### src/rtl/hp_au_issue_if.sv
// Handshake and ALU-link bundle for the HP-AU issue stage.
// master = command producer / result consumer / ALU side; slave = the issue stage.
interface hp_au_issue_if #(
  parameter int WIDTH = 4,
  parameter int TAG_W = 4
);
  logic             in_valid;
  logic             in_ready;
  logic [WIDTH-1:0] in_a;
  logic [WIDTH-1:0] in_b;
  logic [3:0]       in_sel;
  logic [TAG_W-1:0] in_tag;

  logic [WIDTH-1:0] alu_a;
  logic [WIDTH-1:0] alu_b;
  logic [3:0]       alu_sel;
  logic [WIDTH-1:0] alu_result;

  logic             out_valid;
  logic             out_ready;
  logic [WIDTH-1:0] out_result;
  logic [TAG_W-1:0] out_tag;

  modport master (
    output in_valid, in_a, in_b, in_sel, in_tag, alu_result, out_ready,
    input  in_ready, alu_a, alu_b, alu_sel, out_valid, out_result, out_tag
  );

  modport slave (
    input  in_valid, in_a, in_b, in_sel, in_tag, alu_result, out_ready,
    output in_ready, alu_a, alu_b, alu_sel, out_valid, out_result, out_tag
  );
endinterface

### src/rtl/hp_au_issue.sv
// Issue stage for hp_au_top: tagged command FIFO feeding the combinational unit,
// with a one-entry result register on the output side. One operation per clock.
module hp_au_issue #(
  parameter int WIDTH = 4,
  parameter int DEPTH = 4,
  parameter int TAG_W = 4
) (
  input  logic                   clk,
  input  logic                   rst_n,
  input  logic                   flush,
  hp_au_issue_if.slave           bus,
  output logic [$clog2(DEPTH):0] level,
  output logic [15:0]            op_count
);
  localparam int PW = $clog2(DEPTH);
  localparam int LW = PW + 1;
  localparam logic [LW-1:0] FULL = LW'(DEPTH);

  logic [WIDTH-1:0] mem_a   [DEPTH];
  logic [WIDTH-1:0] mem_b   [DEPTH];
  logic [3:0]       mem_sel [DEPTH];
  logic [TAG_W-1:0] mem_tag [DEPTH];

  logic [PW-1:0] wr_ptr;
  logic [PW-1:0] rd_ptr;
  logic          not_empty;
  logic          push;
  logic          pop;

  // Full/empty come from level alone, so ready never sees a same-cycle pop.
  assign not_empty    = (level != '0);
  assign bus.in_ready = (level != FULL);
  assign push         = bus.in_valid && bus.in_ready && !flush;
  assign pop          = not_empty && (!bus.out_valid || bus.out_ready) && !flush;

  always_comb begin
    bus.alu_a   = '0;
    bus.alu_b   = '0;
    bus.alu_sel = '0;
    if (not_empty) begin
      bus.alu_a   = mem_a[rd_ptr];
      bus.alu_b   = mem_b[rd_ptr];
      bus.alu_sel = mem_sel[rd_ptr];
    end
  end

  // Storage needs no reset; level guards every read.
  always_ff @(posedge clk) begin
    if (push) begin
      mem_a[wr_ptr]   <= bus.in_a;
      mem_b[wr_ptr]   <= bus.in_b;
      mem_sel[wr_ptr] <= bus.in_sel;
      mem_tag[wr_ptr] <= bus.in_tag;
    end
  end

  always_ff @(posedge clk or negedge rst_n) begin
    if (!rst_n) begin
      wr_ptr <= '0;
      rd_ptr <= '0;
      level  <= '0;
    end else if (flush) begin
      wr_ptr <= '0;
      rd_ptr <= '0;
      level  <= '0;
    end else begin
      if (push) wr_ptr <= wr_ptr + PW'(1);
      if (pop)  rd_ptr <= rd_ptr + PW'(1);
      case ({push, pop})
        2'b10:   level <= level + LW'(1);
        2'b01:   level <= level - LW'(1);
        default: level <= level;
      endcase
    end
  end

  // Result register: a pop refills it, otherwise an accepted result empties it.
  always_ff @(posedge clk or negedge rst_n) begin
    if (!rst_n) begin
      bus.out_valid  <= 1'b0;
      bus.out_result <= '0;
      bus.out_tag    <= '0;
    end else if (flush) begin
      bus.out_valid <= 1'b0;
    end else if (pop) begin
      bus.out_valid  <= 1'b1;
      bus.out_result <= bus.alu_result;
      bus.out_tag    <= mem_tag[rd_ptr];
    end else if (bus.out_valid && bus.out_ready) begin
      bus.out_valid <= 1'b0;
    end
  end

  always_ff @(posedge clk or negedge rst_n) begin
    if (!rst_n) begin
      op_count <= '0;
    end else if (pop && (op_count != 16'hFFFF)) begin
      op_count <= op_count + 16'd1;
    end
  end
endmodule
### src/flat_wrapper.sv
// flat-port wrapper written by rule: the top's interface ports become plain ports
module hp_au_issue_flat 
#(
  parameter int WIDTH = 4,
  parameter int DEPTH = 4,
  parameter int TAG_W = 4
)
  (clk, rst_n, flush, level, op_count, bus_in_valid, bus_in_a, bus_in_b, bus_in_sel, bus_in_tag, bus_alu_result, bus_out_ready, bus_in_ready, bus_alu_a, bus_alu_b, bus_alu_sel, bus_out_valid, bus_out_result, bus_out_tag);
  hp_au_issue_if #(.WIDTH(WIDTH), .TAG_W(TAG_W)) bus_i ();
  input  logic clk;
  input  logic rst_n;
  input  logic flush;
  output logic [$clog2(DEPTH):0] level;
  output logic [15:0] op_count;
  input wire logic [$bits(bus_i.in_valid)-1:0] bus_in_valid;
  input wire logic [$bits(bus_i.in_a)-1:0] bus_in_a;
  input wire logic [$bits(bus_i.in_b)-1:0] bus_in_b;
  input wire logic [$bits(bus_i.in_sel)-1:0] bus_in_sel;
  input wire logic [$bits(bus_i.in_tag)-1:0] bus_in_tag;
  input wire logic [$bits(bus_i.alu_result)-1:0] bus_alu_result;
  input wire logic [$bits(bus_i.out_ready)-1:0] bus_out_ready;
  output wire logic [$bits(bus_i.in_ready)-1:0] bus_in_ready;
  output wire logic [$bits(bus_i.alu_a)-1:0] bus_alu_a;
  output wire logic [$bits(bus_i.alu_b)-1:0] bus_alu_b;
  output wire logic [$bits(bus_i.alu_sel)-1:0] bus_alu_sel;
  output wire logic [$bits(bus_i.out_valid)-1:0] bus_out_valid;
  output wire logic [$bits(bus_i.out_result)-1:0] bus_out_result;
  output wire logic [$bits(bus_i.out_tag)-1:0] bus_out_tag;
  assign bus_i.in_valid = bus_in_valid;
  assign bus_i.in_a = bus_in_a;
  assign bus_i.in_b = bus_in_b;
  assign bus_i.in_sel = bus_in_sel;
  assign bus_i.in_tag = bus_in_tag;
  assign bus_i.alu_result = bus_alu_result;
  assign bus_i.out_ready = bus_out_ready;
  assign bus_in_ready = bus_i.in_ready;
  assign bus_alu_a = bus_i.alu_a;
  assign bus_alu_b = bus_i.alu_b;
  assign bus_alu_sel = bus_i.alu_sel;
  assign bus_out_valid = bus_i.out_valid;
  assign bus_out_result = bus_i.out_result;
  assign bus_out_tag = bus_i.out_tag;
  hp_au_issue #(.WIDTH(WIDTH), .DEPTH(DEPTH), .TAG_W(TAG_W)) u_core (.clk(clk), .rst_n(rst_n), .flush(flush), .bus(bus_i), .level(level), .op_count(op_count));
endmodule
### config.mk
export PLATFORM = sky130hd
export DESIGN_NAME = hp_au_issue_flat
export DESIGN_NICKNAME = d
export VERILOG_FILES = /design/src/rtl/hp_au_issue_if.sv /design/src/rtl/hp_au_issue.sv /design/src/flat_wrapper.sv
export SDC_FILE = /design/constraint.sdc
export NUM_CORES = 1
export LEC_CHECK = 0
export ABC_CLOCK_PERIOD_IN_PS = 3800
export CORE_ASPECT_RATIO = 0.9
export CORE_UTILIZATION = 57
export DETAILED_ROUTE_END_ITERATION = 6
export PLACE_DENSITY = 0.84
export SLEW_MARGIN = 40
export SYNTH_ARGS = -nofsm -noshare
export SYNTH_HDL_FRONTEND = slang
export SYNTH_SLANG_ARGS = --single-unit
### constraint.sdc
create_clock -name clk -period 3.8 [get_ports clk]
set_input_delay 0.95 -clock clk [delete_from_list [all_inputs] [get_ports clk]]
set_output_delay 0.95 -clock clk [all_outputs]
set_load 0.02 [all_outputs]
==> metrics <==
top cells by area, synth=edfxtp_1 48%, dfrtp_1 20%, mux4_2 8.9%, xor2_1 3.0%, nand2_1 3.0%; Post-Layout Cell Count=429; critical path cell sequence=mux4_2 > and2_1 > clkdlybuf4s50_1; routed wirelength normalized by instance count=17.4 um; drt total wl=7480 um; Crit path arrival time=2.32 ns; Post-synth EDFFs=64; Detailed Routing Iterations Pass 1=4; CTS tree=done; placement row count=28; mean cell area of the mapped netlist=15.5 um2; CTS H-tree depth=3; count of filler cells inserted in the layout=431; WP buf/inv=1; share of synthesized area occupied by flip-flops and latches=67.4%; DIE AREA=7430 um2; category of the worst setup path capture point=output pin; setup skew after layout=0.0127 ns; CP required=2.85 ns; cell with the largest stage delay on the worst path=dfrtp_1; total of endpoints with negative setup slack in the final report=0; post-CTS resize count=0; half-perimeter wire length of the detailed placement result=5200 um; Iter 0 DRT Violations=142; max-slew headroom at the worst pin=49.2%; CTS Root Buffer Type=clkbuf_8; count of nets left with antenna violations after detail routing=0; count of hold-fix buffers inserted at cts=0; number of sinks on the clock net=96; VDD IR-drop max=0.000400 V; largest net degree at the start of global routing=33; aggregate negative setup slack=0 ns; residual overflow from global routing=0; max-slew violation total from the final report=0; count of mapped cells out of synthesis=261; Synth top area share=47.6%; overall die height=81.9 um; number of global-route vias before repair=2339; setup ws final=0.529 ns; tightest hold margin=0.483 ns; cell depth of the worst flop-to-flop path=6; Clock Tree Buf Depth=2; minimum clock period=3.27 ns; setup repair after global routing missed its margin=no; placer congestion estimate=0.787; Leakage=0.00182 uW; number of nets in the synthesized netlist=292; buffers inserted during post-CTS setup optimization=0; library cell occupying the most area in the post-synthesis netlist=edfxtp_1; power density over cell area=696 nW/um2; total instance count after detailed placement=413; flip-flop cell with the highest count after synthesis=edfxtp_1; top-level I/O count=66; CP Max Fanout=17; initial antenna violation count=0; post-synthesis to final-layout area growth=24.3%; max-cap check violation count=0; Least-Margin Pin Slew=0.762 ns; setup slack at placement=0.621 ns; number of port buffers=65; count of endpoints failing hold in the final timing report=0; number of buffers created by CTS=9; die span in x=90.7 um; worst hold-check path type=register to register; proportion of synthesized flip-flops having asynchronous set or reset=33.3%; all-layer global routing usage=22.0%; share of final-layout standard cells stronger than drive strength 1=14.7%; post-synthesis cell type count=37; n_diodes=0; startpoint kind of the worst setup timing path=register; starting utilization of the core area=60.1%; later-pin clock latency in the skew report=0.36 ns; number of warnings reported in the yosys synthesis log=0; dominant delay contributor by cell family on the critical path=flip-flops; Tcrit/Tclk final=86.1%; DRC Markers=0; total via count after detailed routing=2424; wire length of the first global-routing pass=12000 um; core area=6730 um2; number of flip-flops and latches in the synthesized netlist=96; critical path depth=3; commonest non-fill, non-tap cell in the layout=clkdlybuf4s50_1; outcome=completed; clock transition at the registers of the reported paths=0.09 ns; post-synth design cell area=4040 um2; crit path kind=register to output pin; Fmax=306 MHz; Largest stage delay, worst path=0.84 ns; most frequent cells in the layout=65 x clkdlybuf4s50_1, 64 x edfxtp_1, 32 x nand2_1, 31 x dfrtp_1; Via-to-Cell Ratio=5.65; hold path cells=2; Post-layout nets=365
[cells in the mapped netlist, types with 5 or more instances]
| library cell | instances |
|---|---|
| and2_1 | 16 |
| mux4_2 | 16 |
| a21oi_1 | 5 |
| nor3_1 | 8 |
| nand3_1 | 7 |
| ha_1 | 5 |
| nor2_1 | 7 |
| clkbuf_1 | 6 |
| nand4_1 | 5 |
| nand2_1 | 32 |
| edfxtp_1 | 64 |
| xor2_1 | 14 |
| dfrtp_1 | 32 |
[layout make-up]
type | count | area [um2] | share of cell area (%)
Clock buffer | 10 | 138 | 2.74
Clock inverter | 6 | 75.1 | 1.49
Inverter | 2 | 7.51 | 0.149
Multi-Input combinational cell | 152 | 1250 | 25.0
Sequential cell | 96 | 2720 | 54.2
Tap cell | 90 | 113 | 2.24
Timing Repair Buffer | 73 | 711 | 14.2
[cell families after synthesis]
kind of cell,share of synthesized area (%)
muxes,10.0
AOI/OAI and AO/OA,1.89
buffers and inverters,1.67
xor gates and xnor gates,3.25
adders and majority gates,2.04
DFF,67.4
and+or+nand+nor,13.8
[through the flow]
stage	utilization [%]	area [um2]	total power, uW
floorplan	-	4040	2250
global placement	71.4	4800	2790
detailed placement	71.5	4810	2840
CTS	74.7	5020	3520
global route	74.7	5020	3680
finish	74.7	5020	3500
[sequential cells by signal, summed over array words and instances, names as in the netlist, 2 cells and up]
name	cells
u_core.bus.out_result	4
u_core.bus.out_tag	4
u_core.level	3
u_core.mem_a	16
u_core.mem_b	16
u_core.mem_sel	16
u_core.mem_tag	16
u_core.op_count	16
u_core.rd_ptr	2
u_core.wr_ptr	2
[where the power goes]
part	total (uW)	switching [uW]	internal [uW]
Clock	696	363	333
Sequential	1460	189	1270
Combinational	1340	663	676
Total	3500	1220	2280
[worst paths after layout]
path | to | slack (ns) | from
worst max-delay path | bus_alu_sel[2] | 0.53 | u_core.rd_ptr[1]
worst min-delay path | u_core.bus.out_result[3] | 0.48 | u_core.bus.out_result[3]
worst max register to register | u_core.level[2] | 1.48 | u_core.level[1]
worst min register to register | u_core.bus.out_result[3] | 0.48 | u_core.bus.out_result[3]
max in group asynchronous | u_core.rd_ptr[0] | 2.48 | rst_n
min in group asynchronous | u_core.bus.out_result[3] | 0.99 | rst_n
[metal layers]
layer | track usage (%) | vias to the layer above | part of all wire [%]
met5 | 0 | - | 0
met4 | 7.26 | 0 | 1.4
met3 | 5.65 | 10 | 4.7
met2 | 37.1 | 75 | 51
met1 | 28.4 | 1222 | 43
li1 | - | 1117 | -
[worst register-to-register path: stages, from the launching register on]
cell and delay (ns):
dfrtp_1 0.46, nor3_2 0.59, or3_1 0.23, a21oi_1 0.05, fa_1 0.39, mux2i_1 0.17
mux2_1 0.33
Power figures use the tool's default switching activity.
